===== src/rtl/fifo_ctrl.sv =====
// fifo_ctrl: pointer and flag controller that runs a 1W/1R register file as
// a show-ahead circular FIFO. Pointers carry one extra wrap bit so that full
// and empty are distinguishable without a separate occupancy counter.
module fifo_ctrl #(
   parameter int ADDR_WIDTH  = 4,
   parameter int AFULL_LEVEL = 2**ADDR_WIDTH - 2
) (
   input  logic                  clk,
   input  logic                  rst_n,
   input  logic                  clr,
   input  logic                  push,
   input  logic                  pop,
   input  logic                  err_clr,
   output logic                  w_en,
   output logic [ADDR_WIDTH-1:0] w_addr,
   output logic [ADDR_WIDTH-1:0] r_addr,
   output logic                  full,
   output logic                  empty,
   output logic                  almost_full,
   output logic [ADDR_WIDTH:0]   count,
   output logic                  ovf_err,
   output logic                  udf_err
);

   localparam logic [ADDR_WIDTH:0] AFULL = (ADDR_WIDTH+1)'(AFULL_LEVEL);

   logic [ADDR_WIDTH:0] wr_ptr;
   logic [ADDR_WIDTH:0] rd_ptr;
   logic                push_acc;
   logic                pop_acc;
   logic                ovf_set;
   logic                udf_set;

   // Flags and addresses come from registered pointers only.
   assign w_addr      = wr_ptr[ADDR_WIDTH-1:0];
   assign r_addr      = rd_ptr[ADDR_WIDTH-1:0];
   assign empty       = (wr_ptr == rd_ptr);
   assign full        = (wr_ptr[ADDR_WIDTH-1:0] == rd_ptr[ADDR_WIDTH-1:0]) &&
                        (wr_ptr[ADDR_WIDTH] != rd_ptr[ADDR_WIDTH]);
   assign count       = wr_ptr - rd_ptr;
   assign almost_full = (count >= AFULL);

   // A push into a full FIFO is still taken when a pop frees the head slot
   // in the same cycle; the consumer reads the old word before the edge.
   assign push_acc = push & (~full | pop) & ~clr;
   assign pop_acc  = pop & ~empty & ~clr;

   // Write enable is combinational so it lands on the same edge as the
   // producer's data; held low during reset since pointers are not moving.
   assign w_en = push_acc & rst_n;

   assign ovf_set = push & full & ~pop & ~clr;
   assign udf_set = pop & empty & ~clr;

   // Pointer update: flush returns both to 0, otherwise advance on accept.
   always_ff @(posedge clk or negedge rst_n) begin
      if (!rst_n) begin
         wr_ptr <= '0;
         rd_ptr <= '0;
      end else if (clr) begin
         wr_ptr <= '0;
         rd_ptr <= '0;
      end else begin
         wr_ptr <= wr_ptr + (ADDR_WIDTH+1)'(push_acc);
         rd_ptr <= rd_ptr + (ADDR_WIDTH+1)'(pop_acc);
      end
   end

   // Sticky error flags; a new error in the err_clr cycle wins over the clear.
   always_ff @(posedge clk or negedge rst_n) begin
      if (!rst_n) begin
         ovf_err <= 1'b0;
         udf_err <= 1'b0;
      end else begin
         ovf_err <= ovf_set | (ovf_err & ~err_clr);
         udf_err <= udf_set | (udf_err & ~err_clr);
      end
   end

endmodule


===== config.mk =====
export PLATFORM = sky130hd
export DESIGN_NAME = fifo_ctrl
export DESIGN_NICKNAME = d
export VERILOG_FILES = /design/src/rtl/fifo_ctrl.sv
export SDC_FILE = /design/constraint.sdc
export NUM_CORES = 1
export LEC_CHECK = 0
export CAP_MARGIN = 30
export CORE_MARGIN = 2
export CORE_UTILIZATION = 45
export CTS_CLUSTER_SIZE = 24
export DETAILED_ROUTE_END_ITERATION = 12
export GPL_ROUTABILITY_DRIVEN = 1
export PLACE_DENSITY_LB_ADDON = 0.05
export SLEW_MARGIN = 30
export SYNTH_ARGS = -nofsm -noshare
export SYNTH_HDL_FRONTEND = slang
export SYNTH_SLANG_ARGS = --single-unit

===== constraint.sdc =====
create_clock -name clk -period 3 [get_ports clk]
set_clock_uncertainty 0.1 [all_clocks]
set_input_delay 0.6 -clock clk [delete_from_list [all_inputs] [get_ports clk]]
set_output_delay 0.6 -clock clk [all_outputs]
set_load 0.01 [all_outputs]

==> results of run 1 <==
metrics by stage:
step | utilization (%) | total power (W)
floorplan | - | 0.0002184
global placement | 60.43 | 0.0002644
detailed placement | 60.43 | 0.0002654
CTS | 62.46 | 0.0003980
global route | 63.84 | 0.0004166
finish | 63.84 | 0.0003939
worst max-delay path, cell delays in order (launching register included):
cell and delay (ps):
dfrtp_1 370, inv_1 90, ha_2 390, nand4_1 240, nor2_1 200, clkdlybuf4s50_1 570
per-layer routing:
layer  global-route usage, %  share of wire (%)  up-vias
li1                        -                  -      331
met4                   11.67                1.9        0
met2                   28.06                 43       22
met3                   3.137                4.7        4
met5                       0                  0        -
met1                   21.77                 50      295
cells by family after synthesis:
| kind of cell | synth area share, % |
|---|---|
| simple gates | 19.36 |
| xor+xnor | 10.67 |
| compound gates | 6.859 |
| flops | 36.59 |
| buf+inv | 11.89 |
| fa+ha+maj | 14.63 |
sequential cells by signal (all words and copies together), names as in the netlist:
register / cells
rd_ptr: 5
ovf_err: 1
udf_err: 1
wr_ptr: 5
power by group through the flow:
stage	combinational, W	sequential [W]	clock [W]
floorplan	0.0000448	0.000174	0
global placement	0.0000913	0.000173	0
detailed placement	0.0000920	0.000173	0
CTS	0.0000918	0.000170	0.000136
global route	0.000101	0.000171	0.000144
finish	0.0000904	0.000170	0.000133
layout by cell type, fill, tap and decap left out, drive strengths merged:
master         netlist  routed
a21oi                3       3
dfrtp               12      12
nor2                11      11
nand2                1       1
nand4                2       2
nand2b               3       3
a2111o               1       1
nand3                5       5
o41ai                1       1
xor2                 5       5
fa                   1       1
inv                  9       9
dlymetal6s2s         0       2
nand3b               1       1
clkbuf               1       5
ha                   8       8
buf                  8       4
o211ai               1       1
xnor2                5       5
o32ai                1       1
nor3                 1       1
nor3b                1       1
nor2b                4       4
clkdlybuf4s50        0      21
and2                 1       1
and3                 1       1
cell type report:
cell class,instances,share of cell area [%]
multi-input combinational,57,39.05
inverter,9,3.065
sequential,12,27.24
tap,25,2.838
clock buffer,4,3.292
timing repair buffer,28,24.52
how the worst min path moves through the flow:
| stage | cells past startpoint | endpoint | slack (ps) | startpoint |
|---|---|---|---|---|
| 2_1_floorplan | 0 | ovf_err | 200 | rst_n |
| 3_3_place_gp | 2 | ovf_err | 380 | ovf_err |
| 3_5_place_dp | 2 | ovf_err | 410 | ovf_err |
| 4_1_cts | 2 | ovf_err | 440 | ovf_err |
| 5_1_grt | 2 | ovf_err | 470 | ovf_err |
| 6_report | 2 | ovf_err | 440 | ovf_err |
timing repair:
action	4_1_cts	5_1_grt
endpoints found under the setup margin	1	3
gates resized for setup	1	6
setup buffers	0	2
pin swaps	0	1
synth_stat cells, drive strengths merged:
master,number
nand3b,1
clkbuf,1
xor2,5
o32ai,1
and3,1
nor3b,1
and2,1
nand2b,3
nor2,11
nand2,1
inv,9
o211ai,1
fa,1
dfrtp,12
a2111o,1
nand3,5
ha,8
o41ai,1
xnor2,5
buf,8
a21oi,3
nand4,2
nor2b,4
nor3,1
==> run_results.csv, run 1 <==
group,metric,value,unit
sta,timing.fmax,0.3529,GHz
clock_tree,cts_tree,"yes",
clock_tree,cts_buffer_depth,2,
sta,setup_viol,0,
cells_and_area,stdcell_count,135,
power,p_seq_share,43.2,%
sta,drv_slew,0,
critical_path,endpoint,"empty",
floorplanning,start_util,47.54,%
floorplanning,core_area,0.001727,sq mm
floorplanning,dieWidth,46.71,um
sta,period_share,94.46,%
global_routing,grtUsageTotal,17.64,%
route,vias_per_cell,4.830,
floorplanning,placementRows,15,
critical_path,end_kind,"primary output",
hold_path,min_path_type,"reg2reg",
route,wire_per_inst,11.85,um
clock_tree,clockRootBuffer,"clkbuf_4",
critical_path,rrSetupSlack,680,ps
floorplanning,io_pins,25,
sta,period_needed,2834,ps
critical_path,r2r-start,"rd_ptr[3]",
critical_path,cp_max_fo,6,
power,p_leak,0.5433,nW
power,p_int,0.0002888,W
power,irDropWorstVdd,249.1,uV
critical_path,r2r_end,"wr_ptr[4]",
sta,relSlewSlack,76.82,%
yosys,ys_ff_latch,12,
global_routing,grt_pass1_vias,593,
clock_tree,cts.sinks,12,
cells_and_area,drive_above_1_share,10.91,%
route,vias,652,
sta,finalHoldViolations,0,
place,place_area,0.001044,sq mm
floorplanning,die_h,46.71,um
critical_path,r2r_cells,10,
cells_and_area,seq_area,300.3,sq um
floorplanning,die_area,0.002181,sq mm
place,dp.final_hpwl,1.226,mm
route,ant_nets,0,
place,gp_congestion,0.8193,
yosys,synthesis.yosys.warnings,0,
cells_and_area,final_nets,126,
yosys,ys_types,24,
route,drcViolationCount,0,
clock_tree,cts_hold_buffers,0,
sta,rsz0062_at_grt,"false",
sta,setup_tns,0,ps
power,pwr-share-comb,22.9,%
power,p_clk_share,33.8,%
clock_tree,clk_latency,280,ps
power,p_switching,0.0001051,W
critical_path,crit_arrival,2130,ps
cells_and_area,area_growth,34.30,%
yosys,yosys.area.top_type_share,36.59,%
yosys,netlist_instances,87,
cells_and_area,n_fill_cell,158,
clock_tree,cts_max_level,1,
sta,layout_setup_ws,166.3,ps
clock_tree,cts_made_buffers,3,
run_status,status,"completed",
yosys,ys_top_cells_by_area,"dfrtp_1 37%, ha_1 12%, buf_4 7.3%, xnor2_1 5.3%, xor2_1 5.3%",
critical_path,timing_worst_setup_path_type,"reg2out",
yosys,syn_nets,102,
sta,worst_pin_slew,346.5,ps
place,portBuffers,24,
global_routing,antenna_found_initial,0,
yosys,avgSynthCellArea,9.434,sq um
job,cap_violations,0,
critical_path,critPathRequiredTime,2300,ps
global_routing,grt_overflow,0,
route,drtPass1Iterations,3,
cells_and_area,multi_input_area,430.4,sq um
cells_and_area,antennaDiodeCount,0,
power,p_per_area,357.4,mW/mm^2
sta,hold_ws,436.3,ps
global_routing,grt_max_degree,13,
cells_and_area,fin_area,0.001102,sq mm
yosys,seq_area_frac_synth,36.59,%
place,pre_cts_slack,91.32,ps
clock_tree,clk_pin_slew,80,ps
place,dpl.cell_count,129,
global_routing,grt_pass1_wl,2.587,mm
yosys,synthesis.area,820.8,sq um
power,switching_share,26.68,%
route,routed_wl,1.600,mm
route,drt_iter0_drc,1,
yosys,synth.largest_area_cell,"dfrtp_1",
critical_path,worstSetupStartpoint,"rd_ptr[3]",
critical_path,start_kind,"register",
No activity file was read; power rests on OpenSTA's default activity.
==> run 2, diff against run 1 <==
- CELL_PAD_IN_SITES_DETAIL_PLACEMENT: unset -> 0
- CELL_PAD_IN_SITES_GLOBAL_PLACEMENT: unset -> 2
- CORE_UTILIZATION: 45 -> 27
==> run 2 against run 1 <==
First-iteration DRC count grew to 24 times the previous value; critical path depth stayed put; clock power down 5%; combinational power up 7.2%; worst hold slack got worse by 41 ps; largest power group unchanged; highest routed layer unchanged.
==> run_results.csv, run 2 (synthesized netlist as in run 1, its figures left out) <==
group,metric,value,unit
run_status,status,"completed",
critical_path,crit_path_max_incr_delay,540,ps
sta,drv_slew,0,
sta,rsz0062_at_grt,"false",
global_routing,grt_max_degree,13,
sta,finalHoldViolations,0,
power,p_seq_share,43.0,%
critical_path,critPathRequiredTime,2300,ps
power,p_switching,0.00009964,W
floorplanning,die_h,59.14,um
sta,timing.fmax,0.3476,GHz
sta,period_needed,2877,ps
floorplanning,die_area,0.003497,sq mm
clock_tree,clk_latency,270,ps
critical_path,crit_family,"buffers and inverters",
power,p_per_area,347.6,mW/mm^2
place,gp_congestion,0.7500,
cells_and_area,antennaDiodeCount,0,
power,switching_share,25.35,%
clock_tree,cts_tree,"yes",
floorplanning,core_area,0.002978,sq mm
route,routed_wl,1.675,mm
cells_and_area,final_nets,127,
clock_tree,cts_buffer_depth,2,
global_routing,grt_pass1_vias,679,
power,pwr-share-comb,24.7,%
cells_and_area,utilization,37.98,%
place,dp.final_hpwl,1.423,mm
route,vias,669,
clock_tree,clockRootBuffer,"clkbuf_4",
hold_path,min_path_type,"reg2reg",
critical_path,start_kind,"register",
critical_path,cp_slowest_cell,"clkdlybuf4s50_1",
critical_path,worstSetupStartpoint,"wr_ptr[2]",
route,vias_per_cell,4.646,
power,p_leak,0.5485,nW
route,drtPass1Iterations,3,
hold_path,hp-start,"ovf_err",
global_routing,antenna_found_initial,0,
clock_tree,cts_max_level,1,
job,cap_violations,0,
critical_path,crit_arrival,2180,ps
route,wire_per_inst,11.63,um
floorplanning,dieWidth,59.14,um
floorplanning,io_pins,25,
critical_path,r2r-start,"wr_ptr[2]",
place,portBuffers,24,
cells_and_area,final_cell_mix,"21 x clkdlybuf4s50_1, 11 x nor2_1, 11 x dfrtp_1",
sta,period_share,95.90,%
sta,hold_ws,395.4,ps
route,ant_nets,0,
cells_and_area,stdcell_count,144,
critical_path,timing_worst_setup_path_type,"reg2out",
clock_tree,clk_pin_slew,80,ps
critical_path,critPathBufInv,2,
power,irDropWorstVdd,174.5,uV
floorplanning,start_util,27.56,%
cells_and_area,area_growth,37.80,%
global_routing,grt_pass1_wl,2.829,mm
global_routing,grt_overflow,0,
critical_path,cp_max_fo,5,
critical_path,rrSetupSlack,700,ps
place,dpl.cell_count,139,
route,drt_iter0_drc,24,
power,p_int,0.0002935,W
critical_path,crit_chain,"ha_1 -> nand4_1 -> buf_4 -> nor2_1 -> clkdlybuf4s50_1",
floorplanning,placementRows,20,
sta,setup_viol,0,
clock_tree,cts.sinks,12,
cells_and_area,n_fill_cell,334,
route,drcViolationCount,0,
cells_and_area,reg_top3,"rd_ptr: 5 flops, wr_ptr: 5 flops",
cells_and_area,drive_above_1_share,12.61,%
sta,worst_pin_slew,337.5,ps
clock_tree,cts_made_buffers,3,
global_routing,grtUsageTotal,10.97,%
cells_and_area,final_common_cell,"clkdlybuf4s50_1",
power,p_clk_share,32.3,%
power,finalPower,0.0003931,W
sta,setup_tns,0,ps
sta,relSlewSlack,77.43,%
critical_path,end_kind,"primary output",
run 2: cell count changes in the layout (fill, tap and decap cells not counted), sizes merged:
| cell | change |
|---|---|
| buf | +1 |
run 2: per-layer routing:
metal  routed length [um]  vias up  global-route usage, %
met5                    0        -                      0
met4                   29        0                  5.844
met3                   64        4                  1.965
met2                  804       17                  17.78
met1                  776      315                  13.84
li1                     -      333                      -
run 2: worst register-to-register path, cell delays in order, from the launching register on:
cell,delay (ps)
dfrtp_1,440
ha_1,400
nand4_1,240
nor2_1,200
nor2_1,80
ha_1,210
ha_1,210
nand3_1,110
xor2_1,150
nor2_1,60
run 2: final timing paths:
path | end | depth (start not counted)
min reg2reg | ovf_err | 2
min | ovf_err | 2
max reg2reg | rd_ptr[4] | 9
max | full | 5
min in group asynchronous | wr_ptr[4] | 2
max in group asynchronous | rd_ptr[2] | 2
run 2: repair_timing:
action,CTS,global route
hold endpoints to repair,0,0
endpoints found under the setup margin,1,4
hold buffers,0,0
gates resized for setup,1,8
pin swaps,0,1
setup buffers,0,1
run 2: power by group through the flow:
stage	sequential, W	combinational, W	clock (W)
floorplan	0.000174	0.0000448	0
global placement	0.000172	0.0000978	0
detailed placement	0.000172	0.0000973	0
CTS	0.000169	0.0000967	0.000134
global route	0.000170	0.000107	0.000140
finish	0.000169	0.0000969	0.000127
run 2: metrics by stage:
stage,cell area [sq um],worst slack (ps)
finish,1131,122.9
global route,1131,11.46
CTS,1104,8.939
detailed placement,1069,92.09
global placement,1069,109.3
floorplan,820.8,675.7
run 2: final cells by class:
class                           count  area, sq um  share of cell area, %
Inverter                            9        33.78                  2.987
Timing Repair Buffer               29        277.8                  24.56
Sequential cell                    12        301.5                  26.66
Tap cell                           33        41.29                  3.650
Clock buffer                        4        36.28                  3.208
Multi-Input combinational cell     57        440.4                  38.94
